## src/rtl/pid_pkg.sv

```systemverilog
// Shared definitions for the time-multiplexed PID controller: register map,
// step sequencer states and a width-parametrised saturation helper.
package pid_pkg;

  localparam logic [2:0] REG_KP   = 3'd0;
  localparam logic [2:0] REG_KI   = 3'd1;
  localparam logic [2:0] REG_KD   = 3'd2;
  localparam logic [2:0] REG_ILIM = 3'd3;
  localparam logic [2:0] REG_CLR  = 3'd4;

  typedef enum logic [2:0] {
    S_IDLE,
    S_ERR,
    S_PTERM,
    S_ITERM,
    S_DTERM,
    S_SUM
  } pid_state_t;

  // Clamp x to the signed range of a w-bit two's complement number.
  function automatic logic signed [63:0] sat(input logic signed [63:0] x,
                                             input int unsigned w);
    logic signed [63:0] hi;
    logic signed [63:0] lo;
    hi = (64'sd1 <<< (w - 1)) - 64'sd1;
    lo = -(64'sd1 <<< (w - 1));
    if (x > hi) return hi;
    if (x < lo) return lo;
    return x;
  endfunction

endpackage

```

## src/rtl/pid_mul_sat.sv

```systemverilog
// Shared PID datapath: signed D_WIDTH x (D_WIDTH+1) multiply, arithmetic
// shift right by Q_BITS (floor), saturate back to D_WIDTH.
module pid_mul_sat #(
  parameter int D_WIDTH = 16,
  parameter int Q_BITS  = 13
) (
  input  logic [D_WIDTH-1:0] a,
  input  logic [D_WIDTH:0]   b,
  output logic [D_WIDTH-1:0] y
);
  import pid_pkg::*;

  localparam int P_W = 2 * D_WIDTH + 1;

  logic signed [P_W-1:0] prod;
  logic signed [P_W-1:0] shifted;

  always_comb begin
    prod    = P_W'($signed(a)) * P_W'($signed(b));
    shifted = prod >>> Q_BITS;
    y       = D_WIDTH'(sat(64'(shifted), D_WIDTH));
  end

endmodule

```

## src/rtl/pid_multi.sv

```systemverilog
// N_CH-channel PID controller sharing one multiply/saturate datapath; one step
// takes five cycles from accept to out_valid.
module pid_multi #(
  parameter int D_WIDTH = 16,
  parameter int Q_BITS  = 13,
  parameter int N_CH    = 4,
  parameter int CH_W    = (N_CH > 1) ? $clog2(N_CH) : 1
) (
  input  logic               clk,
  input  logic               rst,
  input  logic               write_enable,
  input  logic [D_WIDTH-1:0] reg_addr,
  input  logic [D_WIDTH-1:0] reg_data,
  input  logic               iterate_enable,
  input  logic [CH_W-1:0]    iterate_ch,
  input  logic [D_WIDTH-1:0] target,
  input  logic [D_WIDTH-1:0] measurement,
  output logic               ready,
  output logic [D_WIDTH-1:0] out,
  output logic               out_valid,
  output logic [CH_W-1:0]    out_ch
);
  import pid_pkg::*;

  pid_state_t state;

  logic signed [D_WIDTH-1:0] kp_a    [N_CH];
  logic signed [D_WIDTH-1:0] ki_a    [N_CH];
  logic signed [D_WIDTH-1:0] kd_a    [N_CH];
  logic signed [D_WIDTH-1:0] ilim_a  [N_CH];
  logic signed [D_WIDTH-1:0] integ_a [N_CH];
  logic signed [D_WIDTH-1:0] prev_a  [N_CH];

  logic [CH_W-1:0]           ch_l;
  logic signed [D_WIDTH-1:0] kp_l, ki_l, kd_l, ilim_l, tgt_l, meas_l;
  logic signed [D_WIDTH-1:0] e_r, p_r, i_r, d_r;
  logic                      clr_pending;

  logic [2:0]                wr_sel;
  logic [CH_W-1:0]           wr_ch;
  logic                      accept;
  logic                      clr_hit;
  logic                      unused_addr_bits;
  logic signed [D_WIDTH:0]   err_diff, d_diff, i_sum, ilim_x;
  logic signed [D_WIDTH+1:0] o_sum;
  logic signed [D_WIDTH-1:0] e_next, i_next, o_next, mul_a, mul_y;
  logic signed [D_WIDTH:0]   mul_b;

  assign wr_sel           = reg_addr[2:0];
  assign wr_ch            = reg_addr[3+CH_W-1:3];
  assign unused_addr_bits = ^reg_addr;

  pid_mul_sat #(.D_WIDTH(D_WIDTH), .Q_BITS(Q_BITS)) u_mul (
    .a(mul_a),
    .b(mul_b),
    .y(mul_y)
  );

  always_comb begin
    accept   = iterate_enable && ready;
    clr_hit  = write_enable && (wr_sel == REG_CLR) && (wr_ch == ch_l);
    err_diff = (D_WIDTH+1)'(tgt_l) - (D_WIDTH+1)'(meas_l);
    e_next   = D_WIDTH'(sat(64'(err_diff), D_WIDTH));
    d_diff   = (D_WIDTH+1)'(e_r) - (D_WIDTH+1)'(prev_a[ch_l]);
    mul_a    = kp_l;
    mul_b    = (D_WIDTH+1)'(e_r);
    case (state)
      S_ITERM: mul_a = ki_l;
      S_DTERM: begin
        mul_a = kd_l;
        mul_b = d_diff;
      end
      default: ;
    endcase
    i_sum  = (D_WIDTH+1)'(integ_a[ch_l]) + (D_WIDTH+1)'(mul_y);
    ilim_x = (D_WIDTH+1)'(ilim_l);
    if (i_sum > ilim_x)       i_next = ilim_l;
    else if (i_sum < -ilim_x) i_next = -ilim_l;
    else                      i_next = D_WIDTH'(i_sum);
    o_sum  = (D_WIDTH+2)'(p_r) + (D_WIDTH+2)'(i_r) + (D_WIDTH+2)'(d_r);
    o_next = D_WIDTH'(sat(64'(o_sum), D_WIDTH));
  end

  always_ff @(posedge clk or posedge rst) begin
    if (rst) begin
      state       <= S_IDLE;
      ready       <= 1'b1;
      out         <= '0;
      out_valid   <= 1'b0;
      out_ch      <= '0;
      ch_l        <= '0;
      kp_l        <= '0;
      ki_l        <= '0;
      kd_l        <= '0;
      ilim_l      <= '0;
      tgt_l       <= '0;
      meas_l      <= '0;
      e_r         <= '0;
      p_r         <= '0;
      i_r         <= '0;
      d_r         <= '0;
      clr_pending <= 1'b0;
      for (int unsigned i = 0; i < N_CH; i++) begin
        kp_a[CH_W'(i)]    <= '0;
        ki_a[CH_W'(i)]    <= '0;
        kd_a[CH_W'(i)]    <= '0;
        ilim_a[CH_W'(i)]  <= '0;
        integ_a[CH_W'(i)] <= '0;
        prev_a[CH_W'(i)]  <= '0;
      end
    end else begin
      out_valid <= 1'b0;

      if (write_enable) begin
        case (wr_sel)
          REG_KP:   kp_a[wr_ch]   <= reg_data;
          REG_KI:   ki_a[wr_ch]   <= reg_data;
          REG_KD:   kd_a[wr_ch]   <= reg_data;
          REG_ILIM: ilim_a[wr_ch] <= reg_data;
          REG_CLR: begin
            integ_a[wr_ch] <= '0;
            prev_a[wr_ch]  <= '0;
          end
          default: ;
        endcase
      end

      // A CLR seen anywhere during the step suppresses its final state write.
      if (state != S_IDLE && clr_hit) clr_pending <= 1'b1;

      case (state)
        S_ERR: begin
          e_r   <= e_next;
          state <= S_PTERM;
        end
        S_PTERM: begin
          p_r   <= mul_y;
          state <= S_ITERM;
        end
        S_ITERM: begin
          i_r   <= i_next;
          state <= S_DTERM;
        end
        S_DTERM: begin
          d_r   <= mul_y;
          state <= S_SUM;
          ready <= 1'b1;
        end
        S_SUM: begin
          out       <= o_next;
          out_valid <= 1'b1;
          out_ch    <= ch_l;
          if (!clr_pending && !clr_hit) begin
            integ_a[ch_l] <= i_r;
            prev_a[ch_l]  <= e_r;
          end
          state <= S_IDLE;
        end
        default: ;
      endcase

      // Accepting in SUM overlaps the next step with the result cycle.
      if (accept) begin
        state       <= S_ERR;
        ready       <= 1'b0;
        clr_pending <= 1'b0;
        ch_l        <= iterate_ch;
        tgt_l       <= target;
        meas_l      <= measurement;
        kp_l        <= kp_a[iterate_ch];
        ki_l        <= ki_a[iterate_ch];
        kd_l        <= kd_a[iterate_ch];
        ilim_l      <= ilim_a[iterate_ch][D_WIDTH-1] ? '0 : ilim_a[iterate_ch];
      end
    end
  end

endmodule

```

## config.mk

```make
export PLATFORM = sky130hd
export DESIGN_NAME = pid_multi
export DESIGN_NICKNAME = d
export VERILOG_FILES = /design/src/rtl/pid_pkg.sv /design/src/rtl/pid_mul_sat.sv /design/src/rtl/pid_multi.sv
export SDC_FILE = /design/constraint.sdc
export NUM_CORES = 2
export LEC_CHECK = 0
export CORE_MARGIN = 1.5
export CORE_UTILIZATION = 42
export CTS_BUF_LIST = sky130_fd_sc_hd__clkbuf_4 sky130_fd_sc_hd__clkbuf_8
export CTS_CLUSTER_SIZE = 8
export DETAILED_ROUTE_END_ITERATION = 8
export PLACE_DENSITY_LB_ADDON = 0.1
export SLEW_MARGIN = 30
export SYNTH_ARGS = -nofsm -noshare
export SYNTH_HDL_FRONTEND = slang
export SYNTH_SLANG_ARGS = --single-unit
```

## constraint.sdc

```tcl
create_clock -name clk -period 28.9 [get_ports clk]
set_input_delay 5.78 -clock clk [delete_from_list [all_inputs] [get_ports clk]]
set_output_delay 5.78 -clock clk [all_outputs]
set_load 0.05 [all_outputs]
```

==> qor.csv <==
metric,value,unit
status,"complete, no violations",
vias_per_cell,5.32,
whs,0.481,ns
dp_cells,4911,
drt_iter0_drc,1579,
h-tree-depth,3,
r2r_cells,52,
r2r-start,ch_l[0],
fin_crit_sh,53.8,%
path_clk_slew,0.06,ns
ctsHoldBuffers,0,
finalCriticalPeriod,15.55,ns
antenna_found_initial,2,
hpwl,75900,microns
end_kind,flip-flop,
synthToLayoutAreaGrowth,11.4,%
yosysUniqueCellTypes,80,
synthCells,3711,
grt_usage,23.4,%
ys_warn_count,0,
yosys_most_used_dff,dfrtp_1,
ys_ff_latch,569,
fmax,64.3,MHz
slowest_delay,0.81,ns
grt_pass1_wl,170000,microns
r2r_slack,13.35,ns
async_reset_ff_share,100,%
synth_edf_count,0,
final.setup.tns,0,ns
clock_latency,0.75,ns
post_cts_resized,0,
drt-total-wl,107000,microns
drc_errors,0,
io_buffers,78,
grt_pass1_vias,28500,
first_pass_iters,5,
cts.sink_count,569,
start_kind,flip-flop,
coreArea,93000,sq um
ys_seq_area_share,36.2,%
critical_path_required,29.49,ns
grt-ovfl-total,0,
critPathArrivalTime,16.13,ns
grt_max_degree,140,
cpMaxStageDelayCell,dfrtp_2,
rsz0062_at_grt,false,
final-instance-count-excl-fill,5098,
cts_tree,done,
numCtsBuffers,102,
postRouteAntennaNets,0,
path_class,flip-flop to flip-flop,
die_width,309,microns
finalWeightedCongestion,0.855,
worstHoldPathType,flip-flop to flip-flop,
endpoint,i_r[2],
rows,112,
setup_viol,0,
initial_core_util,42.3,%
tightest_slew,1.05,ns
placed_cell_area,41500,sq um
avgSynthCellArea,10.6,sq um
die_height,309,microns
finalClockSkew,0.0458,ns
synth_fp_nets,4252,
reg2reg_to,i_r[2],
cp_max_fo,28,
vias,27100,
post_cts_buffers,0,
die-area,95500,sq um
slew_violations,0,
crit_start,ch_l[0],
nets,4302,
crit_top_cell,a21o_1,
root_buffer,clkbuf_8,
synth_area,39400,sq um
maxSlewHeadroom,30.1,%
cts_buffer_depth,3,
maxCapViolations,0,
wl_per_cell,21.0,microns
io_pins,90,
drive_gt1_share,19.3,%
design_area,43800,sq um
finalHoldViolations,0,
==> per-stage QoR <==
| stage | util, % | setup WS [ns] |
|---|---|---|
| finish | 47.1 | 13.35 |
| global route | 47.1 | 12.23 |
| CTS | 47.1 | 13.34 |
| detailed placement | 44.6 | 13.37 |
| global placement | 44.5 | 13.04 |
| floorplan | - | 7.21 |
==> synth_stat cells, drive strengths merged (9+ instances only) <==
cell | instances | area [sq um]
xnor2 | 69 | 604
nand2 | 550 | 2070
mux4 | 96 | 2160
o21a | 18 | 135
dfrtp | 568 | 14200
ha | 176 | 2200
a21oi | 101 | 505
xor2 | 23 | 201
fa | 295 | 5910
nand3 | 98 | 490
nor2 | 217 | 830
nand2b | 48 | 300
o311ai | 10 | 87.6
mux2i | 26 | 260
buf | 20 | 93.8
and3 | 17 | 106
clkbuf | 158 | 593
a21o | 47 | 353
nor3b | 10 | 80.1
mux2 | 348 | 3920
a31oi | 15 | 93.8
o21bai | 10 | 75.1
nor2b | 27 | 169
nand4 | 15 | 93.8
a221oi | 11 | 114
inv | 400 | 1500
a221o | 9 | 90.1
and2 | 32 | 200
nor3 | 27 | 135
o21ai | 157 | 786
==> cells in the final DEF (no fill, tap or decap), types with 101 or more instances in the layout <==
master,count
a21oi_1,101
clkbuf_8,128
inv_1,399
nor2_1,210
mux2_2,348
fa_1,295
dfrtp_1,566
ha_1,176
o21ai_0,143
nand2_1,538
==> worst min-delay path by stage <==
stage	start	endpoint	slack (ns)	depth (start not counted)
floorplan	prev_a[1]	prev_a[1]	0.46	2
global placement	out_ch[1]	out_ch[1]	0.46	2
detailed placement	out_ch[1]	out_ch[1]	0.47	2
CTS	out_ch[1]	out_ch[1]	0.48	2
global route	out_ch[1]	out_ch[1]	0.50	2
finish	out_ch[1]	out_ch[1]	0.48	2
==> final cells by class <==
cell class / instances / area (sq um)
clock inverters: 22 / 294
diodes: 3 / 7.51
inverters: 401 / 1520
multi-input cells: 2563 / 23100
flip-flops and latches: 569 / 14200
well taps: 1254 / 1570
repair buffers: 124 / 1140
clock buffers: 162 / 2020
fillers: 8903 / 49200
==> kinds of logic (layout without fill, tap and decap cells) <==
logic type                 after synthesis  after routing  share of synthesized area, %
muxes                                  470            470                          16.1
adders and majority gates              475            475                          20.7
xor gates and xnor gates                92             92                          2.05
and+or+nand+nor                       1073           1073                          12.0
AOI/OAI and AO/OA                      453            453                          7.42
other                                    0              3                             0
buffers and inverters                  579            709                          5.57
DFF                                    569            569                          36.2
==> flip-flops by register name (all words and copies together), names as in the netlist, 2 cells and up <==
register and count:
ilim_a 64, integ_a 64, kd_a 64, ki_a 64, kp_a 64, prev_a 64, d_r 16, e_r 16
i_r 16, kd_l 16, ki_l 16, kp_l 16, meas_l 16, out 16, p_r 16, tgt_l 16
ilim_l 15, state 3, ch_l 2, out_ch 2
==> layer usage <==
layer	global-route usage, %	up-vias	wire length, microns
li1	-	12500	-
met3	3.52	99	5180
met2	37.5	539	49600
met5	0	-	0
met1	33.7	13900	50800
met4	4.42	0	1280
==> critical path, delay by kind of cell, from the launching register on <==
kind            cells  cell delay, ns
simple gates        5            1.68
mux                 2            0.85
buf+inv             5            0.36
xor+xnor            2            1.16
flops               1            0.81
compound gates     27            6.13
fa+ha+maj          11            4.39
Power is not shown: default switching activity piles up to over one toggle a cycle in this logic, so the estimate is an artifact.
